## src/rtl/eth_pkg.sv

```systemverilog
// Shared Ethernet definitions: transmit FSM states and framing/CRC constants.
package eth_pkg;

  typedef enum logic [2:0] {
    StIdle,
    StPre,
    StSfd,
    StData,
    StPad,
    StFcs,
    StDrain,
    StGap
  } tx_state_e;

  localparam logic [7:0]  PREAMBLE_BYTE = 8'h55;
  localparam logic [7:0]  SFD_BYTE      = 8'hD5;
  localparam logic [31:0] CRC32_POLY    = 32'hEDB88320;
  localparam logic [31:0] CRC32_INIT    = 32'hFFFFFFFF;
  localparam int unsigned PREAMBLE_LEN  = 7;

endpackage

```

## src/rtl/eth_crc32_byte.sv

```systemverilog
// Combinational reflected CRC-32 update for one byte (LSB-first, as sent on the wire).
module eth_crc32_byte
  import eth_pkg::*;
(
  input  logic [31:0] crc_i,
  input  logic [7:0]  data_i,
  output logic [31:0] crc_o
);

  always_comb begin
    crc_o = crc_i ^ {24'h000000, data_i};
    for (int i = 0; i < 8; i++) begin
      crc_o = crc_o[0] ? ((crc_o >> 1) ^ CRC32_POLY) : (crc_o >> 1);
    end
  end

endmodule

```

## src/rtl/gmii_tx_scheduler.sv

```systemverilog
// Two-source GMII transmit framer: round-robin per frame, preamble/SFD, padding, FCS,
// inter-packet gap, and error signalling for underrun and oversize frames.
module gmii_tx_scheduler
  import eth_pkg::*;
#(
  parameter int unsigned MIN_LEN = 60,
  parameter int unsigned MAX_LEN = 1514,
  parameter int unsigned IFG     = 12
) (
  input  logic        gmii_tx_clk,
  input  logic        gmii_tx_rst,
  input  logic [7:0]  s0_tdata,
  input  logic        s0_tvalid,
  input  logic        s0_tlast,
  output logic        s0_tready,
  input  logic [7:0]  s1_tdata,
  input  logic        s1_tvalid,
  input  logic        s1_tlast,
  output logic        s1_tready,
  output logic [7:0]  gmii_tx_data,
  output logic        gmii_tx_en,
  output logic        gmii_tx_er,
  output logic [1:0]  grant,
  output logic [15:0] frames_ok,
  output logic [15:0] frames_err
);

  tx_state_e   state_q, state_d;
  logic [1:0]  grant_q, grant_d;
  logic        last_s1_q, last_s1_d;
  logic [15:0] cnt_q, cnt_d;
  logic [10:0] byte_cnt_q, byte_cnt_d;
  logic [31:0] crc_q, crc_d;
  logic        err_pend_q, err_pend_d;
  logic [7:0]  data_q, data_d;
  logic        en_q, en_d;
  logic        er_q, er_d;
  logic [15:0] frames_ok_q, frames_ok_d;
  logic [15:0] frames_err_q, frames_err_d;

  logic [7:0]  src_data;
  logic        src_valid;
  logic        src_last;
  logic        take;
  logic [10:0] byte_cnt_inc;
  logic [7:0]  crc_byte;
  logic [31:0] crc_nxt;
  logic [31:0] fcs;
  logic        pick_s1;

  assign src_data  = grant_q[1] ? s1_tdata  : s0_tdata;
  assign src_valid = grant_q[1] ? s1_tvalid : s0_tvalid;
  assign src_last  = grant_q[1] ? s1_tlast  : s0_tlast;

  // The source is drained from the cycle SFD is on the wire, through DATA and DRAIN.
  assign take      = (state_q == StSfd) || (state_q == StData) || (state_q == StDrain);
  assign s0_tready = take & grant_q[0];
  assign s1_tready = take & grant_q[1];

  assign byte_cnt_inc = (byte_cnt_q == 11'h7FF) ? byte_cnt_q : byte_cnt_q + 11'd1;
  assign crc_byte     = (state_q == StPad) ? 8'h00 : src_data;
  assign fcs          = ~crc_q;
  assign pick_s1      = (s0_tvalid && s1_tvalid) ? ~last_s1_q : s1_tvalid;

  eth_crc32_byte u_crc (
    .crc_i  (crc_q),
    .data_i (crc_byte),
    .crc_o  (crc_nxt)
  );

  always_comb begin
    state_d      = state_q;
    grant_d      = grant_q;
    last_s1_d    = last_s1_q;
    cnt_d        = cnt_q;
    byte_cnt_d   = byte_cnt_q;
    crc_d        = crc_q;
    err_pend_d   = err_pend_q;
    data_d       = 8'h00;
    en_d         = 1'b0;
    er_d         = 1'b0;
    frames_ok_d  = frames_ok_q;
    frames_err_d = frames_err_q;

    case (state_q)
      StIdle: begin
        if (s0_tvalid || s1_tvalid) begin
          grant_d    = pick_s1 ? 2'b10 : 2'b01;
          last_s1_d  = pick_s1;
          state_d    = StPre;
          cnt_d      = '0;
          byte_cnt_d = '0;
          crc_d      = CRC32_INIT;
          err_pend_d = 1'b0;
          data_d     = PREAMBLE_BYTE;
          en_d       = 1'b1;
        end
      end

      // The first preamble byte is launched from IDLE, so PRE launches the rest plus SFD.
      StPre: begin
        en_d = 1'b1;
        if (cnt_q == 16'(PREAMBLE_LEN - 1)) begin
          data_d  = SFD_BYTE;
          state_d = StSfd;
        end else begin
          data_d = PREAMBLE_BYTE;
          cnt_d  = cnt_q + 16'd1;
        end
      end

      StSfd, StData: begin
        en_d = 1'b1;
        if (src_valid) begin
          data_d     = src_data;
          crc_d      = crc_nxt;
          byte_cnt_d = byte_cnt_inc;
          state_d    = StData;
          if (src_last) begin
            cnt_d   = '0;
            state_d = (32'(byte_cnt_inc) + 32'd1 <= MIN_LEN) ? StPad : StFcs;
          end else if (32'(byte_cnt_inc) == MAX_LEN) begin
            // Last legal byte still goes out cleanly; the error byte follows from DRAIN.
            err_pend_d   = 1'b1;
            state_d      = StDrain;
            frames_err_d = frames_err_q + 16'd1;
          end
        end else begin
          er_d         = 1'b1;
          state_d      = StDrain;
          frames_err_d = frames_err_q + 16'd1;
        end
      end

      StPad: begin
        en_d       = 1'b1;
        crc_d      = crc_nxt;
        byte_cnt_d = byte_cnt_inc;
        if (32'(byte_cnt_inc) == MIN_LEN) begin
          cnt_d   = '0;
          state_d = StFcs;
        end
      end

      StFcs: begin
        en_d = 1'b1;
        unique case (cnt_q[1:0])
          2'd0: data_d = fcs[7:0];
          2'd1: data_d = fcs[15:8];
          2'd2: data_d = fcs[23:16];
          2'd3: data_d = fcs[31:24];
        endcase
        if (cnt_q[1:0] == 2'd3) begin
          cnt_d       = '0;
          state_d     = StGap;
          frames_ok_d = frames_ok_q + 16'd1;
        end else begin
          cnt_d = cnt_q + 16'd1;
        end
      end

      StDrain: begin
        if (err_pend_q) begin
          en_d       = 1'b1;
          er_d       = 1'b1;
          err_pend_d = 1'b0;
        end
        if (src_valid && src_last) begin
          cnt_d   = '0;
          state_d = StGap;
        end
      end

      StGap: begin
        if (cnt_q == 16'(IFG - 1)) begin
          grant_d = 2'b00;
          state_d = StIdle;
        end else begin
          cnt_d = cnt_q + 16'd1;
        end
      end

      default: state_d = StIdle;
    endcase
  end

  always_ff @(posedge gmii_tx_clk or posedge gmii_tx_rst) begin
    if (gmii_tx_rst) begin
      state_q      <= StIdle;
      grant_q      <= 2'b00;
      last_s1_q    <= 1'b1;
      cnt_q        <= '0;
      byte_cnt_q   <= '0;
      crc_q        <= CRC32_INIT;
      err_pend_q   <= 1'b0;
      data_q       <= 8'h00;
      en_q         <= 1'b0;
      er_q         <= 1'b0;
      frames_ok_q  <= '0;
      frames_err_q <= '0;
    end else begin
      state_q      <= state_d;
      grant_q      <= grant_d;
      last_s1_q    <= last_s1_d;
      cnt_q        <= cnt_d;
      byte_cnt_q   <= byte_cnt_d;
      crc_q        <= crc_d;
      err_pend_q   <= err_pend_d;
      data_q       <= data_d;
      en_q         <= en_d;
      er_q         <= er_d;
      frames_ok_q  <= frames_ok_d;
      frames_err_q <= frames_err_d;
    end
  end

  assign gmii_tx_data = data_q;
  assign gmii_tx_en   = en_q;
  assign gmii_tx_er   = er_q;
  assign grant        = grant_q;
  assign frames_ok    = frames_ok_q;
  assign frames_err   = frames_err_q;

endmodule

```

## config.mk

```make
export PLATFORM = sky130hd
export DESIGN_NAME = gmii_tx_scheduler
export DESIGN_NICKNAME = d
export VERILOG_FILES = /design/src/rtl/eth_pkg.sv /design/src/rtl/eth_crc32_byte.sv /design/src/rtl/gmii_tx_scheduler.sv
export SDC_FILE = /design/constraint.sdc
export NUM_CORES = 1
export LEC_CHECK = 0
export ABC_AREA = 1
export BUFFER_PORTS_ARGS = -buffer_cell sky130_fd_sc_hd__buf_4
export CORE_MARGIN = 10
export CORE_UTILIZATION = 52
export CTS_CLUSTER_SIZE = 8
export DETAILED_ROUTE_END_ITERATION = 12
export PLACE_DENSITY = 0.71
export SLEW_MARGIN = 5
export SYNTH_ARGS = -nofsm -noshare
export SYNTH_HDL_FRONTEND = slang
export SYNTH_SLANG_ARGS = --single-unit
```

## constraint.sdc

```tcl
create_clock -name gmii_tx_clk -period 4.2 [get_ports gmii_tx_clk]
set_input_delay 0.84 -clock gmii_tx_clk [delete_from_list [all_inputs] [get_ports gmii_tx_clk]]
set_output_delay 0.84 -clock gmii_tx_clk [all_outputs]
set_load 0.01 [all_outputs]
```

==> summary.txt <==
Critical path
  – Worst path max stage delay: 550 ps
  – Worst setup SP type: register
  – Slowest CP cell: nand3_1
  – R2R Path Start: byte_cnt_q[0]$_DFFE_PP0P_
  – CP required: 4460 ps
  – Critical setup path kind: register to register
  – R2r worst-path depth: 13
  – CP endpoint: cnt_q[2]$_DFFE_PP0P_
  – Worst setup EP type: register
  – FF-to-FF setup slack: 1340 ps
  – CP arrival: 3120 ps
  – CP dominant cell by count: nand2_1
  – CP max FO: 20
  – CP cell instances: ha_1, nand2_1, nor2_2, nand3_2, nand2_1, o21ai_1, inv_1, nand2_1, nor2_1, nand2_1, nand2_1, nand3_1, o21ai_1
  – CP Launch Point: byte_cnt_q[0]$_DFFE_PP0P_
  – Reg2reg end: cnt_q[2]$_DFFE_PP0P_

Global route
  – Initial antenna violation count: 0
  – Largest net degree at the start of global routing: 59
  – Wire length of the first global-routing pass: 29.8 mm
  – Grt ovf: 0
  – Vias in the first global route: 5,887
  – Total global-route track usage: 0.196

Layout
  – Share of cells above drive strength 1: 0.170
  – FF/Latch Area: 0.00274 mm²
  – Multi-input gate area: 0.00376 mm²
  – # diodes: 0
  – # fillers: 1,262
  – Area growth from synthesis to layout: 13.3%
  – Final #Nets: 1,070
  – Post-Layout Cell Count: 1,221

Clock tree
  – CTS tree: done
  – CTS Buffer Depth: 2
  – Post-CTS setup buffers: 0
  – Clock Latency Late Sink: 360 ps
  – CTS clk-pin slew, worst paths: 70 ps
  – Hold buffer count at CTS: 0
  – CTS Buf Count: 9
  – H-tree depth: 3
  – Total clock sinks: 108
  – # resized after CTS: 0
  – CTS root buf: clkbuf_16

Yosys
  – Simple-Gate Fraction of Synth Area: 0.304
  – Post-Synth XOR/XNOR Area: 0.0985
  – Mux share of post-synthesis cell area: 0.00157
  – Sequential-to-total area share from yosys stat: 0.384
  – EDFF count, synth: 0
  – Synth Warn #: 0
  – Avg Cell Area, Syn: 7.33 µm²
  – FF+latch count, synth: 108
  – Synth Cell Area: 0.00715 mm²
  – Compound-Gate Fraction of Synth Area: 0.107
  – Synth Instances: 976
  – Largest family of logic cells by synthesized area: simple AND/OR/NAND/NOR gates
  – Library cells used by synthesis: 47
  – Post-Syn Nets: 1,006
  – Synth Area in Adders: 0.0140
  – Asr flop ratio synth: 1.00
  – Ys flop type: dfrtp_1

Timing
  – Final period utilization: 0.681
  – Setup WS post-layout: 1340 ps
  – Worst Tran Pin Value: 805 ps
  – Unrepaired setup endpoints after global routing: false
  – Fmax: 350 MHz
  – # setup viols final: 0
  – Final hold vios: 0
  – Max-slew violation count: 0
  – Slew headroom: 0.463
  – Final min period: 2860 ps
  – Final worst clock skew: 9.52 ps
  – Total negative slack: 0 ps

Route
  – Residual DRC count: 0
  – DR iter-0 viols: 577
  – Drt total wl: 18.1 mm
  – Met2 routed WL: 8.26 mm
  – DR top layer: met4
  – Routed len/inst: 14.9 µm
  – Post-route ant nets: 0
  – Initial DRT Pass Iterations: 5
  – Via density: 5.26
  – M1 wire length: 8.48 mm
  – Via Count: 6,421
  – Met3 WL: 1.10 mm

Pwr
  – Sw frac: 0.494
  – Pleak: 4.06 nW
  – Cell internal pwr: 3.04 mW
  – Reg power frac: 0.262
  – Sw power: 2.96 mW
  – Comb power frac: 0.584
  – Clk pwr share: 0.153
  – Peak supply drop: 0.427 mV
  – Pwr Density: 740 mW/mm²

Place
  – Placed Cells: 1,205
  – Setup WS pre-CTS: 1340 ps
  – Buffers on Ports: 67
  – Hpwl dp: 13.6 mm
  – Placer Congestion: 0.935

Job
  – Max_cap viols: 0

Run status
  – Status: finished clean

Floorplan
  – Chip Height: 137 µm
  – Boundary pin count: 68
  – Die area: 0.0188 mm²
  – Core ar.: 0.0133 mm²
  – Rows: 42
  – Starting density of the core: 0.536
  – Die Wd: 137 µm

Worst hold path
  – Class of the worst hold path: register to register
  – Hold path depth: 2
-- per-layer routing --
| layer | global-route usage | vias to the layer above |
|---|---|---|
| met5 | 0 | - |
| met4 | 0.0673 | 0 |
| met3 | 0.0277 | 22 |
| met2 | 0.303 | 186 |
| met1 | 0.275 | 2973 |
| li1 | - | 3240 |
-- state kept, by name (all words and copies together), names as in the netlist --
register,cells
gmii_tx_data,8
gmii_tx_en,1
gmii_tx_er,1
state_q,3
crc_q,32
frames_ok,16
frames_err,16
grant,2
cnt_q,16
last_s1_q,1
err_pend_q,1
byte_cnt_q,11
-- stage by stage --
step                      power (mW)  utilization  instance area, µm²  hold slack, ps
after global routing            6.50        0.608                8110             482
after global placement          5.02        0.584                7800             461
after floorplan                 4.16            -                7150             443
after CTS                       5.99        0.608                8110             471
final                           6.00        0.608                8110             471
after detailed placement        5.05        0.584                7800             460
-- area by class of cell --
cell class              count  area share
multi-input cells         709       0.464
well taps                 176      0.0272
inverters                 140      0.0654
repair buffers             72      0.0667
clock buffers              12      0.0292
flip-flops and latches    108       0.338
clock inverters             4     0.00941
-- power by group through the flow --
stage / logic [mW] / clock network (mW) / registers [mW]
finish: 3.51 / 0.920 / 1.57
global route: 3.91 / 0.976 / 1.61
CTS: 3.48 / 0.939 / 1.57
detailed placement: 3.46 / 0 / 1.59
global placement: 3.43 / 0 / 1.59
floorplan: 2.57 / 0 / 1.59
-- cells by family (layout without fill, tap and decap cells) --
logic type	count (synthesis)	after routing
and+or+nand+nor	499	499
buffers and inverters	159	228
AOI/OAI and AO/OA	127	127
DFF	108	108
xor gates and xnor gates	74	74
adders and majority gates	8	8
muxes	1	1
-- placed cells by master, fill, tap and decap left out, drive strengths merged, types with 17 or more instances in the layout --
cell | netlist | final
a21oi | 30 | 30
nand3 | 83 | 83
inv | 140 | 141
buf | 14 | 72
o22ai | 26 | 26
xor2 | 57 | 57
dfstp | 33 | 33
o21ai | 49 | 49
dfrtp | 75 | 75
nor2 | 83 | 83
xnor2 | 17 | 17
nand2 | 299 | 299
-- synthesized netlist by cell type, types with 6 or more instances --
cell,instances,share of area
a21oi_1,29,0.020
buf_2,7,0.0049
dfrtp_1,75,0.26
dfstp_2,33,0.12
ha_1,8,0.014
inv_1,133,0.070
inv_2,6,0.0031
nand2_1,282,0.15
nand2_2,13,0.011
nand3_1,80,0.056
nand4_1,8,0.0070
nor2_1,70,0.037
nor2_2,11,0.0096
nor3_1,12,0.0084
o21ai_0,35,0.024
o21ai_1,10,0.0070
o22ai_1,26,0.023
xnor2_1,16,0.020
xor2_1,52,0.064
-- worst min-delay path by stage --
stage / from / end / slack (ps)
6_report: last_s1_q$_DFFE_PP1P_ / last_s1_q$_DFFE_PP1P_ / 470
5_1_grt: frames_ok[15]$_DFFE_PP0P_ / frames_ok[15]$_DFFE_PP0P_ / 480
4_1_cts: last_s1_q$_DFFE_PP1P_ / last_s1_q$_DFFE_PP1P_ / 470
3_5_place_dp: last_s1_q$_DFFE_PP1P_ / last_s1_q$_DFFE_PP1P_ / 460
3_3_place_gp: last_s1_q$_DFFE_PP1P_ / last_s1_q$_DFFE_PP1P_ / 460
2_1_floorplan: last_s1_q$_DFFE_PP1P_ / last_s1_q$_DFFE_PP1P_ / 440
-- critical path, delay by kind of cell (launching register included) --
kind / cells / cell delay (ps)
adder cells (fa/ha/maj): 1 / 250
flip-flops: 1 / 480
AND/OR/NAND/NOR: 9 / 1490
AO/OA/AOI/OAI: 2 / 450
buffers and inverters: 1 / 80
Note: power is estimated with default switching activity, not from simulation.
